`config.mk`:
```
export PLATFORM = sky130hd
export DESIGN_NAME = lpif_tx_fifo
export DESIGN_NICKNAME = d
export VERILOG_FILES = /design/src/rtl/lpif_pkg.sv /design/src/rtl/lpif_sync_fifo.sv /design/src/rtl/lpif_tx_fifo.sv
export SDC_FILE = /design/constraint.sdc
export NUM_CORES = 1
export LEC_CHECK = 0
export BUFFER_PORTS_ARGS = -buffer_cell sky130_fd_sc_hd__buf_2
export CORE_AREA = 2 2 162 164
export CTS_CLUSTER_SIZE = 8
export DETAILED_ROUTE_END_ITERATION = 6
export DIE_AREA = 0 0 164 166
export GPL_ROUTABILITY_DRIVEN = 0
export GPL_TIMING_DRIVEN = 0
export HOLD_SLACK_MARGIN = 0.12
export PLACE_DENSITY = 0.87
export SLEW_MARGIN = 20
export SYNTH_ARGS = -nofsm -noshare
export SYNTH_HDL_FRONTEND = slang
export SYNTH_HIERARCHICAL = 1
export SYNTH_SLANG_ARGS = --single-unit
```
`constraint.sdc`:
```
create_clock -name clk -period 5.5 [get_ports clk]
set_clock_uncertainty 0.1 [all_clocks]
set_input_delay 0.275 -clock clk [delete_from_list [all_inputs] [get_ports clk]]
set_output_delay 0.275 -clock clk [all_outputs]
set_load 0.02 [all_outputs]
```
`src/rtl/lpif_pkg.sv`:
```
// lpif_pkg: types, defaults and small helpers shared by the LPIF transmit path.
package lpif_pkg;

  // Beat width the transmit path is normally built for.
  localparam int LPIF_NBYTES_DEFAULT = 8;

  // Transmit-side flow states: normal streaming, finishing the open TLP
  // before honouring a stall, and parked at a TLP boundary.
  typedef enum logic [1:0] {
    RUN     = 2'd0,
    DRAIN   = 2'd1,
    STALLED = 2'd2
  } lpif_state_e;

  // Index of the most significant set bit, or -1 when no bit is set.
  function automatic int highest_set(input logic [63:0] v);
    int idx;
    idx = -1;
    for (int i = 0; i < 64; i++) begin
      if (v[i]) idx = i;
    end
    return idx;
  endfunction

  // A TLP is left open by a beat when its last start marker comes after its
  // last end marker; a beat without starts can only close an open TLP.
  function automatic logic next_open(input logic        cur,
                                     input logic [63:0] starts,
                                     input logic [63:0] ends);
    if (|starts) begin
      return highest_set(starts) > highest_set(ends);
    end
    return cur && !(|ends);
  endfunction

endpackage

```
`src/rtl/lpif_sync_fifo.sv`:
```
// lpif_sync_fifo: single-clock FIFO with registered read pointer and an
// occupancy count; pointers wrap naturally because DEPTH is a power of two.
module lpif_sync_fifo #(
  parameter int WIDTH = 8,
  parameter int DEPTH = 4
) (
  input  logic                     clk,
  input  logic                     reset_n,
  input  logic                     push,
  input  logic [WIDTH-1:0]         wr_data,
  input  logic                     pop,
  output logic [WIDTH-1:0]         rd_data,
  output logic [$clog2(DEPTH):0]   level
);

  localparam int AW = $clog2(DEPTH);
  localparam int LW = AW + 1;

  logic [WIDTH-1:0] mem [DEPTH];
  logic [AW-1:0]    wr_ptr;
  logic [AW-1:0]    rd_ptr;
  logic             do_push;
  logic             do_pop;

  // A pop needs an entry; a push needs a free slot or a slot freed this cycle.
  assign do_pop  = pop && (level != '0);
  assign do_push = push && ((level != LW'(DEPTH)) || do_pop);

  assign rd_data = mem[rd_ptr];

  // Storage array; contents need no reset because level gates every read.
  always_ff @(posedge clk) begin
    if (do_push) mem[wr_ptr] <= wr_data;
  end

  // Pointer and occupancy bookkeeping, cleared asynchronously.
  always_ff @(posedge clk or negedge reset_n) begin
    if (!reset_n) begin
      wr_ptr <= '0;
      rd_ptr <= '0;
      level  <= '0;
    end else begin
      if (do_push) wr_ptr <= wr_ptr + AW'(1);
      if (do_pop)  rd_ptr <= rd_ptr + AW'(1);
      case ({do_push, do_pop})
        2'b10:   level <= level + LW'(1);
        2'b01:   level <= level - LW'(1);
        default: level <= level;
      endcase
    end
  end

endmodule

```
`src/rtl/lpif_tx_fifo.sv`:
```
// lpif_tx_fifo: buffers LPIF beats towards the PHY and honours PHY stall
// requests only at TLP boundaries, tracking open TLPs on both FIFO sides.
module lpif_tx_fifo
  import lpif_pkg::*;
#(
  parameter int NBYTES = LPIF_NBYTES_DEFAULT,
  parameter int DEPTH  = 4
) (
  input  logic                      clk,
  input  logic                      reset_n,
  input  logic [NBYTES*8-1:0]       lp_data,
  input  logic [NBYTES-1:0]         lp_valid,
  input  logic [NBYTES-1:0]         lp_tlp_start,
  input  logic [NBYTES-1:0]         lp_tlp_end,
  input  logic                      lp_irdy,
  output logic                      pl_trdy,
  input  logic                      pl_stall_req,
  output logic                      lp_stall_ack,
  output logic [NBYTES*8-1:0]       phy_data,
  output logic [NBYTES-1:0]         phy_valid,
  output logic [NBYTES-1:0]         phy_tlp_start,
  output logic [NBYTES-1:0]         phy_tlp_end,
  output logic                      phy_vld,
  input  logic                      phy_rdy,
  output logic [$clog2(DEPTH):0]    level
);

  localparam int W  = NBYTES * 8;
  localparam int EW = W + 3 * NBYTES;
  localparam int LW = $clog2(DEPTH) + 1;

  lpif_state_e       state;
  lpif_state_e       state_nxt;
  logic              live;
  logic              in_open;
  logic              out_open;
  logic              in_open_nxt;
  logic              out_open_nxt;
  logic              push;
  logic              pop;
  logic              has_data;
  logic              has_room;
  logic [EW-1:0]     wr_entry;
  logic [EW-1:0]     rd_entry;
  logic [W-1:0]      head_data;
  logic [NBYTES-1:0] head_valid;
  logic [NBYTES-1:0] head_start;
  logic [NBYTES-1:0] head_end;

  assign wr_entry = {lp_tlp_start, lp_tlp_end, lp_valid, lp_data};
  assign {head_start, head_end, head_valid, head_data} = rd_entry;

  assign has_data = (level != '0);
  assign has_room = (level < LW'(DEPTH));

  // Empty beats are acknowledged but never stored.
  assign push = lp_irdy && pl_trdy && (|lp_valid);
  assign pop  = phy_vld && phy_rdy;

  lpif_sync_fifo #(
    .WIDTH (EW),
    .DEPTH (DEPTH)
  ) u_store (
    .clk     (clk),
    .reset_n (reset_n),
    .push    (push),
    .wr_data (wr_entry),
    .pop     (pop),
    .rd_data (rd_entry),
    .level   (level)
  );

  // Holds off acceptance until the first clock edge after reset is released.
  always_ff @(posedge clk or negedge reset_n) begin
    if (!reset_n) live <= 1'b0;
    else          live <= 1'b1;
  end

  // Open-TLP tracking advances only on beats that actually move.
  always_comb begin
    in_open_nxt  = in_open;
    out_open_nxt = out_open;
    if (push) in_open_nxt  = next_open(in_open, 64'(lp_tlp_start), 64'(lp_tlp_end));
    if (pop)  out_open_nxt = next_open(out_open, 64'(head_start), 64'(head_end));
  end

  // Registers the open-TLP flags for both sides of the FIFO.
  always_ff @(posedge clk or negedge reset_n) begin
    if (!reset_n) begin
      in_open  <= 1'b0;
      out_open <= 1'b0;
    end else begin
      in_open  <= in_open_nxt;
      out_open <= out_open_nxt;
    end
  end

  // Flow-state register.
  always_ff @(posedge clk or negedge reset_n) begin
    if (!reset_n) state <= RUN;
    else          state <= state_nxt;
  end

  // Stall entry waits for the outgoing TLP to close, judged after this cycle's pop.
  always_comb begin
    state_nxt = state;
    case (state)
      RUN: begin
        if (pl_stall_req) state_nxt = DRAIN;
      end
      DRAIN: begin
        if (!pl_stall_req)     state_nxt = RUN;
        else if (!out_open_nxt) state_nxt = STALLED;
      end
      STALLED: begin
        if (!pl_stall_req) state_nxt = RUN;
      end
      default: state_nxt = RUN;
    endcase
  end

  // Handshake outputs per state; DRAIN only lets the open TLP finish.
  always_comb begin
    pl_trdy      = 1'b0;
    phy_vld      = 1'b0;
    lp_stall_ack = 1'b0;
    case (state)
      RUN: begin
        pl_trdy = live && has_room;
        phy_vld = has_data;
      end
      DRAIN: begin
        pl_trdy = live && has_room && in_open;
        phy_vld = has_data && out_open;
      end
      STALLED: begin
        lp_stall_ack = 1'b1;
      end
      default: begin
        pl_trdy = 1'b0;
      end
    endcase
  end

  // Head entry is presented only while the FIFO holds something.
  always_comb begin
    phy_data      = '0;
    phy_valid     = '0;
    phy_tlp_start = '0;
    phy_tlp_end   = '0;
    if (has_data) begin
      phy_data      = head_data;
      phy_valid     = head_valid;
      phy_tlp_start = head_start;
      phy_tlp_end   = head_end;
    end
  end

endmodule

```
After elaboration in Yosys (flattened, before gate mapping)
Memory sizes are Yosys's and may differ from the RTL's.
Cells that the tools add are included.
{"block": "totals", "ff_bits": 12, "latch_bits": 0, "mem_bits_rw": 352, "rom_bits": 0, "in_bits": 93, "output_inout_bits": 94, "wordCells": 109, "mem_count": 1}
{"block": "op_classes", "addsub": 4, "n_mul": 0, "n_div": 0, "magnitude_cmp": 3, "eq_ne": 8, "shift": 0, "mux": 64, "n_bitwise": 0, "n_reduce_logical": 22}
{"name": "u_store.mem", "depth": 4, "word_bits": 88, "read_ports": 1, "rd_clocked_by_memory_dff": 0, "write_ports": 1, "line": "lpif_sync_fifo.sv:19", "rtl": "logic [WIDTH-1:0] mem [DEPTH];"}
{"op": "$mux W32", "n": 40}
{"op": "$gt A32 B32 Y1", "n": 2}
{"op": "$mux W64", "n": 1}
{"op": "$reduce_or A8 Y1", "n": 5}
{"op": "$mux W8", "n": 3}
{"op": "$mux W1", "n": 12}
{"op": "$logic_and A1 B1 Y1", "n": 10}
{"op": "$mux W2", "n": 4}
{"op": "$ne A3 B3 Y1 const B", "n": 2}
{"op": "$pmux W2 S3", "n": 1}
{"op": "$pmux W3 S2", "n": 1}
{"op": "$add A2 B1 Y2 const B", "n": 2}
{"op": "$eq A2 B1 Y1 const B", "n": 2}
{"op": "$eq A2 B2 Y1 const B", "n": 2}
{"op": "$ne A2 B2 Y1 const B", "n": 2}
{"op": "$pmux W1 S2", "n": 2}
{"op": "$add A3 B1 Y3 const B", "n": 1}
{"op": "$lt A3 B3 Y1 const B", "n": 1}
{"op": "$reduce_and A3 Y1", "n": 1}
{"op": "$reduce_bool A3 Y1", "n": 1}
{"op": "$sub A3 B1 Y3 const B", "n": 1}
{"op": "$logic_not A1 Y1", "n": 2}
{"op": "$logic_not A2 Y1", "n": 1}
{"op": "$reduce_bool A2 Y1", "n": 1}
{"op": "$logic_or A1 B1 Y1", "n": 1}

Depth between registers and ports, before layout
An unclocked memory read counts as a cell.
{"block": "depth", "word_depth": 18, "mapped_depth": 14, "ltp_nobuf": 12}

Modules after synthesis
The synthesis kept the hierarchy.
{"module": "lpif_sync_fifo", "n_inst": 1, "cells_per_inst": 505, "area_each_um2": 13152.6, "seq_area_each_um2": 10745.3}
{"module": "lpif_tx_fifo", "n_inst": 1, "cells_per_inst": 206, "area_each_um2": 1373.8, "seq_area_each_um2": 125.1}

Least setup slack after synthesis
OpenSTA, ideal clock, no wires.
{"block": "synth_timing", "kind": "reg-to-reg", "from": "reg u_store.level[2]", "to": "mem u_store/mem[0][0] in the netlist's numbering, enable pin", "setup_ns": 0.456, "arrival_time_ns": 4.204, "required_ns": 4.944, "path_slack_ns": 0.740, "path_stages_with_launch": 6, "n_path_buf": 1, "synth_period_minus_slack_ns": 4.760, "cell_sequence": "dfrtp_1 > nor4b_1 > and3_1 > buf_2 > nor2b_2 > and2_1"}
{"block": "synth_via", "elab_chain_cells": 9, "elab_cells_between_ends": 16, "cone_classes": "1 x order compare; 1 x eq/ne; 4 x mux; 10 x reduce/logical"}
{"item": "start: declaration", "line": "lpif_sync_fifo.sv:13", "rtl": "output logic [$clog2(DEPTH):0] level"}
{"item": "start signal: assignment", "line": "lpif_sync_fifo.sv:46", "rtl": "2'b10: level <= level + LW'(1);"}
{"item": "start signal: assignment", "line": "lpif_sync_fifo.sv:47", "rtl": "2'b01: level <= level - LW'(1);"}
{"item": "start signal: assignment", "line": "lpif_sync_fifo.sv:48", "rtl": "default: level <= level;"}
{"item": "$lt A3 B3 Y1 (*)", "line": "lpif_tx_fifo.sv:54", "rtl": "assign has_room = (level < LW'(DEPTH));"}
{"item": "$logic_and A1 B1 Y1 (*)", "line": "lpif_tx_fifo.sv:129, lpif_tx_fifo.sv:133"}
{"item": "$logic_and A1 B1 Y1", "line": "lpif_tx_fifo.sv:133", "rtl": "pl_trdy = live && has_room && in_open;"}
{"item": "$pmux W1 S2 (*)", "line": "lpif_tx_fifo.sv:127", "rtl": "case (state)"}
{"item": "net pl_trdy", "line": "lpif_tx_fifo.sv:16", "rtl": "output logic pl_trdy,"}
{"item": "$logic_and A1 B1 Y1 (*) (2 in series)", "line": "lpif_tx_fifo.sv:57", "rtl": "assign push = lp_irdy && pl_trdy && (|lp_valid);"}
{"item": "net push", "line": "lpif_tx_fifo.sv:39", "rtl": "logic push;"}
{"item": "$logic_and A1 B1 Y1 (*)", "line": "lpif_sync_fifo.sv:27", "rtl": "assign do_push = push && ((level != LW'(DEPTH)) || do_pop);"}
{"item": "$mux W1 (*)", "line": "lpif_sync_fifo.sv:33", "rtl": "if (do_push) mem[wr_ptr] <= wr_data;"}
{"item": "$mux W1 (implied by the code) (*)", "line": "lpif_sync_fifo.sv:33"}
{"item": "end: declaration", "line": "lpif_sync_fifo.sv:19"}
The timed path passes the listed nets; every way through them passes the cells marked *.

Worst setup path in the final report
{"block": "layout_timing", "from": "reg u_store.rd_ptr[1]", "to": "reg state[1]"}
{"block": "layout_via", "elab_cells_between_ends": 33, "cone_classes": "1 x order compare; 1 x eq/ne; 25 x mux; 5 x reduce/logical; 1 x memory"}
{"item": "start: declaration", "line": "lpif_sync_fifo.sv:21", "rtl": "logic [AW-1:0] rd_ptr;"}
{"item": "start signal: assignment", "line": "lpif_sync_fifo.sv:44", "rtl": "if (do_pop) rd_ptr <= rd_ptr + AW'(1);"}
{"item": "$mem_v2 Z4 W88 (*)"}
{"item": "net rd_entry[78]", "line": "lpif_tx_fifo.sv:44", "rtl": "logic [EW-1:0] rd_entry;"}
{"item": "$mux W32 (2 in series)", "line": "lpif_pkg.sv:20", "rtl": "if (v[i]) idx = i;"}
{"item": "$mux W32", "line": "lpif_pkg.sv:30", "rtl": "if (|starts) begin"}
{"item": "$mux W32", "line": "lpif_tx_fifo.sv:84", "rtl": "if (pop) out_open_nxt = next_open(out_open, 64'(head_start), 64'(head_end));"}
{"item": "$gt A32 B32 Y1", "line": "lpif_pkg.sv:31", "rtl": "return highest_set(starts) > highest_set(ends);"}
{"item": "$mux W1", "line": "lpif_pkg.sv:30"}
{"item": "$mux W1 (*)", "line": "lpif_pkg.sv:33", "rtl": "return cur && !(|ends);"}
{"item": "$mux W1 (*)", "line": "lpif_tx_fifo.sv:84"}
{"item": "$ne A3 B3 Y1 (no line) (*)"}
{"item": "$reduce_and A3 Y1 (no line) (*)"}
{"item": "end signal: assignment", "line": "lpif_tx_fifo.sv:101", "rtl": "else state <= state_nxt;"}
{"item": "end: declaration", "line": "lpif_tx_fifo.sv:32", "rtl": "lpif_state_e state;"}
The timed path passes the listed nets; every way through them passes the cells marked *. The select of a mux whose other input is x is not followed.
A chain may end at the register's enable or synchronous reset.

==> results.json <==
{
  "yosys_warnings": 6,
  "synth_cells": 711,
  "synth_flop_cell": "edfxtp_1",
  "total_leakage_power_nw": 6.51,
  "synth_cell_types": 51,
  "cap_violations": 0,
  "routed_wl_mm": 30.7,
  "die_y_microns": 166,
  "first_pass_iters": 5,
  "hold_viol": 0,
  "synth_area_per_cell_sq_um": 20.4,
  "period_share": 0.689,
  "grt_max_degree": 46,
  "syn_area_sq_um": 14500,
  "ant_nets": 0,
  "io_buffers": 186,
  "worst_setup_path_end_kind": "flip-flop",
  "die-area_sq_um": 27200,
  "clk_pin_slew_ns": 0.05,
  "synth-seq-cells": 364,
  "vdd_drop_max_uv": 390,
  "die_x_microns": 164,
  "drt_iter0_markers": 599,
  "post_cts_buffers": 0,
  "yosys.area.top_type": "edfxtp_1",
  "ios": 187,
  "slew_headroom": 0.259,
  "cts_resized": 0,
  "hold_path.class": "input pin to flip-flop",
  "hold_buffers": 92,
  "setup_viol": 0,
  "wl_per_cell_microns": 21.9,
  "status": "completed",
  "drc_errors": 0,
  "worstMarginPinSlew_ns": 1.10,
  "overflow": 0,
  "rsz0062_at_grt": "no",
  "reg2reg_slack_ns": 1.71,
  "n_fill_cell": 1488,
  "layout-drive-gt1-share": 0.343,
  "antenna_cells": 0,
  "ctsHtreeMaxLevel": 2,
  "final_common_cell": "edfxtp_1",
  "num_vias": 7992,
  "via_per_inst": 5.69,
  "layout_min_cycle_time_ns": 3.79,
  "synth_top_area_share": 0.728,
  "slew_violations": 0,
  "crit_required_ns": 5.87,
  "cts_buffers": 51,
  "grt_pass1_wl_mm": 47.4,
  "core-area_sq_um": 25600,
  "seq_area_frac_synth": 0.748,
  "design_power_total_mw": 9.53,
  "start_util": 0.567,
  "tns_ns": 0,
  "clk_latency_ns": 0.53,
  "dpl.hpwl_mm": 18.0,
  "synth_edf_count": 352,
  "synth_area_leaders": "edfxtp_1, mux4_2, nor2b_1",
  "antenna_found_initial": 0,
  "critPathKind": "flip-flop to flip-flop",
  "cts_tree": "done",
  "critPathMaxFanout": 10,
  "clockRootBuffer": "clkbuf_16",
  "power_density_nw_per_um2": 519,
  "clockBufferDepth": 3,
  "numClockSinks": 364,
  "final_cell_mix": "edfxtp_1, buf_2, dlygate4sd3_1",
  "cp_data_arrival_time_ns": 4.16,
  "syn_to_final_growth_pct": 26.4,
  "globalRouteTotalUtil": 0.230,
  "nets": 1154,
  "syn_nets": 817,
  "rows": 59,
  "grt_pass1_vias": 8629,
  "start_kind": "flip-flop",
  "fmaxAchievable_mhz": 264,
  "synthArstFlopShare": 0.0330
}
[final cells by class]
class / instances / area, sq um / area share
Buffer: 30 / 156 / 0.00852
Clock buffer: 71 / 1370 / 0.0748
Clock inverter: 3 / 30.0 / 0.00164
Inverter: 13 / 48.8 / 0.00266
Multi-Input combinational cell: 304 / 3460 / 0.188
Sequential cell: 364 / 10900 / 0.592
Tap cell: 335 / 419 / 0.0228
Timing Repair Buffer: 284 / 2000 / 0.109
[state kept, by name, summed over array words and instances, names as in the netlist]
register	cells
u_store/mem	352
live	1
u_store/level	3
state	2
u_store/wr_ptr	2
in_open	1
u_store/rd_ptr	2
out_open	1
[cell usage after synthesis (all sizes together), types with 5 or more instances]
cell type    n
inv         13
dfrtp       12
nand2        8
ha          12
a21oi        7
buf         15
and2b        5
nand3        6
edfxtp     352
clkbuf      15
mux4        88
nor2b       88
nor2        17
nor3        14
nor4         9
[routing by layer]
| layer | vias up | global-route usage | routed length, microns |
|---|---|---|---|
| met1 | 4094 | 0.299 | 12200 |
| met3 | 60 | 0.0475 | 1830 |
| met5 | - | 0 | 0 |
| li1 | 3528 | - | - |
| met4 | 0 | 0.0618 | 603 |
| met2 | 310 | 0.398 | 16100 |
[power by group]
group	total [mW]	internal, mW	switching, mW
Sequential	3.36	3.27	0.0880
Combinational	3.41	1.43	1.98
Clock	2.76	1.70	1.06
Total	9.53	6.40	3.13
[path summary, 6_finish.rpt]
kind / start / to / cells past startpoint
setup reg to reg: u_store/rd_ptr[1] / state[1] / 11
min in group asynchronous: reset_n / live / 3
setup / recovery: u_store/rd_ptr[1] / state[1] / 11
max in group asynchronous: reset_n / u_store/wr_ptr[1] / 3
hold / removal: phy_rdy / out_open / 5
hold reg to reg: in_open / in_open / 1
[metrics by stage]
stage / instances / hold WS, ns / util / setup WS, ns / cell area [sq um]
after floorplan: 711 / -0.121 / - / 0.740 / 14500
after global placement: 1232 / 0.0743 / 0.620 / -0.637 / 15900
after detailed placement: 1238 / 0.0808 / 0.626 / 1.64 / 16000
after CTS: 1404 / 0.198 / 0.717 / 1.66 / 18400
after global routing: 1404 / 0.248 / 0.717 / 1.46 / 18400
final: 1404 / 0.231 / 0.717 / 1.71 / 18400
[critical path: stages (launching register included)]
cell	delay (ns)
dfrtp_1	0.31
buf_2	0.25
clkbuf_1	0.51
mux4_2	0.47
nor4_1	0.53
nor2b_1	0.24
ha_1	0.27
or3_1	0.35
a31oi_1	0.21
nor4b_2	0.10
nor4_2	0.27
o21a_1	0.15
[kinds of logic (layout without fill, tap and decap cells)]
family,Yosys count,count (layout),synth area share
adders and majority gates,13,13,0.0117
and+or+nand+nor,167,167,0.0711
xor gates and xnor gates,6,6,0.00362
muxes,89,89,0.137
AOI/OAI and AO/OA,28,28,0.0137
DFF,364,364,0.748
other,1,1,0.000258
buffers and inverters,43,401,0.0141
Note: power is estimated with default switching activity, not from simulation.
